<file path="src/rtl/fb_pkg.sv">
// Shared types and constants for the framebuffer writer: FSM states,
// default resolution, address width and the queued pixel entry.
package fb_pkg;

  localparam int unsigned H_RES_DEF = 640;
  localparam int unsigned V_RES_DEF = 480;
  localparam int unsigned ADDR_W    = 19;
  localparam int unsigned RGB_W     = 24;
  localparam int unsigned CNT_W     = 16;

  typedef enum logic [1:0] {
    IDLE,
    ISSUE,
    WAIT_ACK,
    FINISH
  } state_t;

  typedef struct packed {
    logic [ADDR_W-1:0] addr;
    logic [RGB_W-1:0]  rgb;
  } pix_entry_t;

  // Event counter increment that sticks at all-ones.
  function automatic logic [CNT_W-1:0] sat_inc(input logic [CNT_W-1:0] v);
    return (v == '1) ? v : v + CNT_W'(1);
  endfunction

endpackage

</file>
<file path="src/rtl/pixel_fifo.sv">
// Synchronous FIFO. A newly pushed entry becomes visible to the reader one
// cycle after the push (no fall-through); count_c reflects pushes immediately.
module pixel_fifo #(
  parameter int unsigned DEPTH = 8,
  parameter int unsigned WIDTH = 8
) (
  input  logic                   clk,
  input  logic                   reset,
  input  logic                   push,
  input  logic [WIDTH-1:0]       wr_data,
  input  logic                   pop,
  output logic [WIDTH-1:0]       rd_data_c,
  output logic                   rd_avail_c,
  output logic [$clog2(DEPTH):0] count_c
);

  localparam int unsigned IDX_W = $clog2(DEPTH);
  localparam int unsigned PTR_W = IDX_W + 1;

  logic [WIDTH-1:0] mem [DEPTH];
  logic [PTR_W-1:0] wr_ptr, rd_ptr, wr_ptr_seen;

  // Storage carries no reset; pointers alone define occupancy.
  always_ff @(posedge clk) begin
    if (push) mem[wr_ptr[IDX_W-1:0]] <= wr_data;
  end

  always_ff @(posedge clk) begin
    if (reset) begin
      wr_ptr      <= '0;
      rd_ptr      <= '0;
      wr_ptr_seen <= '0;
    end else begin
      if (push) wr_ptr <= wr_ptr + PTR_W'(1);
      if (pop)  rd_ptr <= rd_ptr + PTR_W'(1);
      wr_ptr_seen <= wr_ptr;
    end
  end

  assign count_c    = wr_ptr - rd_ptr;
  assign rd_avail_c = (rd_ptr != wr_ptr_seen);
  assign rd_data_c  = mem[rd_ptr[IDX_W-1:0]];

endmodule

</file>
<file path="src/rtl/framebuffer_writer.sv">
// Buffers shader pixels, converts coordinates to linear word addresses and
// issues them as acknowledged memory writes; signals completion per triangle.
module framebuffer_writer
  import fb_pkg::*;
#(
  parameter int unsigned H_RES      = H_RES_DEF,
  parameter int unsigned V_RES      = V_RES_DEF,
  parameter int unsigned FIFO_DEPTH = 8
) (
  input  logic              clk,
  input  logic              reset,
  input  logic              write_pixel,
  input  logic [15:0]       x_pixel,
  input  logic [15:0]       y_pixel,
  input  logic [7:0]        R,
  input  logic [7:0]        G,
  input  logic [7:0]        B,
  input  logic              done,
  output logic              in_ready,
  output logic              mem_we,
  output logic [ADDR_W-1:0] mem_addr,
  output logic [RGB_W-1:0]  mem_data,
  input  logic              mem_ack,
  output logic              frame_done,
  output logic [CNT_W-1:0]  clip_count,
  output logic [CNT_W-1:0]  drop_count
);

  localparam int unsigned PTR_W = $clog2(FIFO_DEPTH) + 1;

  state_t           state, state_n;
  logic             pending_done;
  logic             in_range, push, pop, clip, drop;
  logic             fifo_avail;
  logic [PTR_W-1:0] fifo_count;
  pix_entry_t       wr_entry, head;

  assign in_range = (32'(x_pixel) < H_RES) && (32'(y_pixel) < V_RES);
  assign clip     = write_pixel && !in_range;
  assign drop     = write_pixel && in_range && !in_ready;
  assign push     = write_pixel && in_range && in_ready;

  // H_RES is a constant, so this reduces to shifts and adds.
  assign wr_entry.addr = ADDR_W'(32'(y_pixel) * H_RES + 32'(x_pixel));
  assign wr_entry.rgb  = {R, G, B};

  pixel_fifo #(
    .DEPTH (FIFO_DEPTH),
    .WIDTH ($bits(pix_entry_t))
  ) u_fifo (
    .clk        (clk),
    .reset      (reset),
    .push       (push),
    .wr_data    (wr_entry),
    .pop        (pop),
    .rd_data_c  (head),
    .rd_avail_c (fifo_avail),
    .count_c    (fifo_count)
  );

  // Next state; FINISH waits for true emptiness so a just-pushed pixel is not skipped.
  always_comb begin
    state_n = state;
    pop     = 1'b0;
    case (state)
      IDLE: begin
        if (fifo_avail) begin
          pop     = 1'b1;
          state_n = ISSUE;
        end else if (pending_done && (fifo_count == '0)) begin
          state_n = FINISH;
        end
      end
      ISSUE:    state_n = mem_ack ? IDLE : WAIT_ACK;
      WAIT_ACK: if (mem_ack) state_n = IDLE;
      FINISH:   state_n = IDLE;
      default:  state_n = IDLE;
    endcase
  end

  always_ff @(posedge clk) begin
    if (reset) begin
      state        <= IDLE;
      mem_we       <= 1'b0;
      frame_done   <= 1'b0;
      mem_addr     <= '0;
      mem_data     <= '0;
      pending_done <= 1'b0;
      in_ready     <= 1'b1;
      clip_count   <= '0;
      drop_count   <= '0;
    end else begin
      state      <= state_n;
      mem_we     <= (state_n == ISSUE) || (state_n == WAIT_ACK);
      frame_done <= (state_n == FINISH);
      in_ready   <= (32'(fifo_count) + 32'(push) - 32'(pop)) < FIFO_DEPTH;
      if (pop) begin
        mem_addr <= head.addr;
        mem_data <= head.rgb;
      end
      if (state == FINISH) pending_done <= 1'b0;
      else if (done)       pending_done <= 1'b1;
      if (clip) clip_count <= sat_inc(clip_count);
      if (drop) drop_count <= sat_inc(drop_count);
    end
  end

endmodule

</file>
<file path="config.mk">
export PLATFORM = sky130hd
export DESIGN_NAME = framebuffer_writer
export DESIGN_NICKNAME = d
export VERILOG_FILES = /design/src/rtl/fb_pkg.sv /design/src/rtl/pixel_fifo.sv /design/src/rtl/framebuffer_writer.sv
export SDC_FILE = /design/constraint.sdc
export NUM_CORES = 1
export LEC_CHECK = 0
export ABC_AREA = 1
export CAP_MARGIN = 10
export CORE_MARGIN = 10
export CORE_UTILIZATION = 50
export CTS_BUF_LIST = sky130_fd_sc_hd__clkbuf_8
export CTS_CLUSTER_SIZE = 12
export DETAILED_ROUTE_END_ITERATION = 7
export PLACE_DENSITY_LB_ADDON = 0.08
export SLEW_MARGIN = 20
export SYNTH_ARGS = -nofsm -noshare
export SYNTH_HDL_FRONTEND = slang
export SYNTH_SLANG_ARGS = --single-unit
</file>
<file path="constraint.sdc">
create_clock -name clk -period 7.83 [get_ports clk]
set_input_delay 1.1745 -clock clk [delete_from_list [all_inputs] [get_ports clk]]
set_output_delay 1.1745 -clock clk [all_outputs]
set_load 0.01 [all_outputs]
</file>
==> impl_metrics.py <==
metrics = {
    "clocking": {
        "cts_buffers": 72,
        "post-cts-setup-buffers": 0,
        "clkTransAtPathRegs_ps": 60,
        "post_cts_resized": 0,
        "clockRootBuffer": "clkbuf_8",
        "clk_latency_ps": 620,
        "cts_tree": "yes",
        "clock_sinks": 437,
        "clk_path_buf_depth": 3,
        "cts_max_level": 3,
        "holdBufCountCts": 0,
    },
    "setup_path": {
        "cp_max_fo": 8,
        "arrival_ps": 4430,
        "critPathMaxStageDelay_ps": 580,
        "cpLargestDelayFamily": "adder cells",
        "crit_top_cell": "ha_1",
        "crit_required_ps": 8140,
        "critical_path_buf_inv_count": 3,
        "cp-start-kind": "primary input",
        "critPathSlowestCell": "xnor2_1",
        "critical_path_class": "in2reg",
        "worst_setup_path_end_kind": "register",
        "worstPathCellList": "clkdlybuf4s50_1 -> ha_1 -> ha_1 -> inv_1 -> fa_1 -> o21ai_1 -> xnor2_1 -> inv_1 -> ha_1 -> nand2_1 -> nor2_1 -> nand3_1 -> o2111ai_1 -> xnor2_1",
    },
    "global_routing": {
        "grt_pass1_vias": 12560,
        "grt_max_degree": 109,
        "grt_pass1_wl_um": 71170,
        "grtUsageTotal": 0.2030,
        "overflow": 0,
        "antenna_found_initial": 1,
    },
    "run": {
        "maxCapViolCount": 0,
    },
    "yosys": {
        "synth-edff-count": 344,
        "yosys.area.top_type": "edfxtp_1",
        "ys_seq_area_frac": 0.6659,
        "synthesis.nets": 1737,
        "synth_most_common_cell": "edfxtp_1",
        "netlist_top_cells_area": "edfxtp_1 56%, dfxtp_1 10%, o21ai_0 5.6%",
        "ys_types": 43,
        "syn_inst": 1633,
        "ys.flop_type": "edfxtp_1",
        "synth_common_cells": "344 x edfxtp_1, 228 x nor2_1, 204 x o21ai_0",
        "ys_seq_elements": 437,
        "async_reset_ff_frac": 0,
        "yosys.area.top_type_share": 0.5642,
        "synth_area_um2": 18310,
        "syn_area_per_cell_um2": 11.21,
        "yosysWarnings": 0,
    },
    "final_layout": {
        "diodes": 0,
        "multiInputGateArea_um2": 5390,
        "n_fill_cell": 3020,
        "syn_to_final_growth_pct": 16.86,
        "final_cells": 2303,
        "num-nets-final": 1879,
        "drive_gt1_frac": 0.08283,
        "seq_area_um2": 12200,
        "utilization": 0.5886,
    },
    "timing": {
        "fmax_mhz": 242.6,
        "hold_violations": 0,
        "rsz0062_at_grt": "false",
        "tns_ps": 0,
        "period_share": 0.5264,
        "drv_slew": 0,
        "maxSlewHeadroom": 0.3301,
        "setup_viol": 0,
        "fin_skew_ps": 19.66,
        "fin_crit_ps": 4121,
        "worst_pin_slew_ps": 1005,
    },
    "power": {
        "power_w": 0.006384,
        "p_leak_nw": 7.614,
        "ir_drop_uv": 178.6,
        "power.density_nw_per_um2": 298.4,
    },
    "floorplan": {
        "die_h_um": 211.4,
        "die_area_um2": 44670,
        "io_pins": 139,
        "die-width_um": 211.4,
        "coreArea_um2": 36350,
        "start_util": 0.5037,
        "num_rows": 70,
    },
    "placed_design": {
        "placed_cells": 2169,
        "io_buffers": 138,
        "dp_hpwl_um": 24530,
        "gp_congestion": 0.8729,
    },
    "worst_hold_path": {
        "hold_class": "reg2reg",
    },
    "detailed_routing": {
        "drc": 0,
        "drt-total-wl_um": 45600,
        "dr.first_iter.drc_count": 926,
        "wl_per_cell_um": 19.80,
        "vias_per_cell": 5.575,
        "drtAntennaViolNets": 0,
        "num_vias": 12840,
        "drtPass1Iterations": 4,
    },
    "outcome": {
        "status": "completed",
    },
}
==> through the flow <==
step | worst slack [ps] | hold slack [ps] | cell area (um2)
2_1_floorplan | 2467 | 438.3 | 18310
3_3_place_gp | 3036 | 470.3 | 20040
3_5_place_dp | 3113 | 461.0 | 20050
4_1_cts | 3748 | 486.1 | 21390
5_1_grt | 3511 | 513.4 | 21400
6_report | 3709 | 484.2 | 21400
==> final timing paths <==
path | endpoint | start | cells past startpoint | slack, ps
hold / removal | u_fifo.wr_ptr_seen[3]$_SDFF_PP0_ | u_fifo.wr_ptr[3]$_SDFFE_PP0P_ | 2 | 480
setup reg to reg | mem_we$_SDFF_PP0_ | u_fifo.rd_ptr[0]$_SDFFE_PP0P_ | 14 | 4230
setup / recovery | u_fifo.mem[5][40]$_DFFE_PP_ | y_pixel[1] | 14 | 3710
hold reg to reg | u_fifo.wr_ptr_seen[3]$_SDFF_PP0_ | u_fifo.wr_ptr[3]$_SDFFE_PP0P_ | 2 | 480
==> sequential cells by signal, indices dropped and copies added (netlist names), 4 cells and up <==
| register | flops |
|---|---|
| mem_data | 24 |
| clip_count | 16 |
| u_fifo.wr_ptr_seen | 4 |
| mem_addr | 19 |
| u_fifo.mem | 344 |
| u_fifo.wr_ptr | 4 |
| drop_count | 16 |
| u_fifo.rd_ptr | 4 |
==> layer usage <==
| metal | part of all wire | vias to the layer above | track usage | wire length [um] |
|---|---|---|---|---|
| met5 | 0.00029 | - | 0 | 13 |
| met4 | 0.019 | 2 | 0.06248 | 863 |
| met3 | 0.061 | 76 | 0.04466 | 2765 |
| met2 | 0.48 | 353 | 0.3266 | 21780 |
| met1 | 0.44 | 6279 | 0.2701 | 20170 |
| li1 | - | 6129 | - | - |
==> area by class of cell <==
| class | count | share of cell area |
|---|---|---|
| flip-flops and latches | 437 | 0.5701 |
| inverters | 90 | 0.01602 |
| well taps | 468 | 0.02737 |
| repair buffers | 158 | 0.07175 |
| clock inverters | 53 | 0.01070 |
| clock buffers | 81 | 0.05211 |
| multi-input cells | 1016 | 0.2519 |
==> kinds of logic after synthesis <==
family          after synthesis  synth area share
simple gates                483            0.1112
buf+inv                     180           0.04210
flops                       437            0.6659
xor+xnor                     33           0.01579
compound gates              457            0.1344
fa+ha+maj                    43           0.03062
==> tightest hold or removal path: stages, from the launching register on <==
cell	delay, ps
dfxtp_1	350
inv_1	60
nor2_1	30
==> where the power goes <==
part           switching (W)  internal, W
Clock               0.000892     0.000951
Sequential          0.000124      0.00266
Combinational        0.00115     0.000611
Total                0.00217      0.00422
==> cell usage in the layout (no fill, tap or decap), types with 19 or more instances in the layout <==
master / Yosys / routed
edfxtp_1: 344 / 344
nor2_1: 228 / 227
o21ai_0: 204 / 204
nand2_1: 171 / 171
clkdlybuf4s50_1: 0 / 138
a21oi_1: 123 / 123
inv_1: 82 / 122
dfxtp_1: 93 / 90
o22ai_1: 85 / 85
clkbuf_8: 0 / 81
ha_1: 40 / 40
nand3_1: 27 / 27
o21ai_1: 19 / 19
buf_4: 4 / 19
Power figures use the tool's default switching activity.
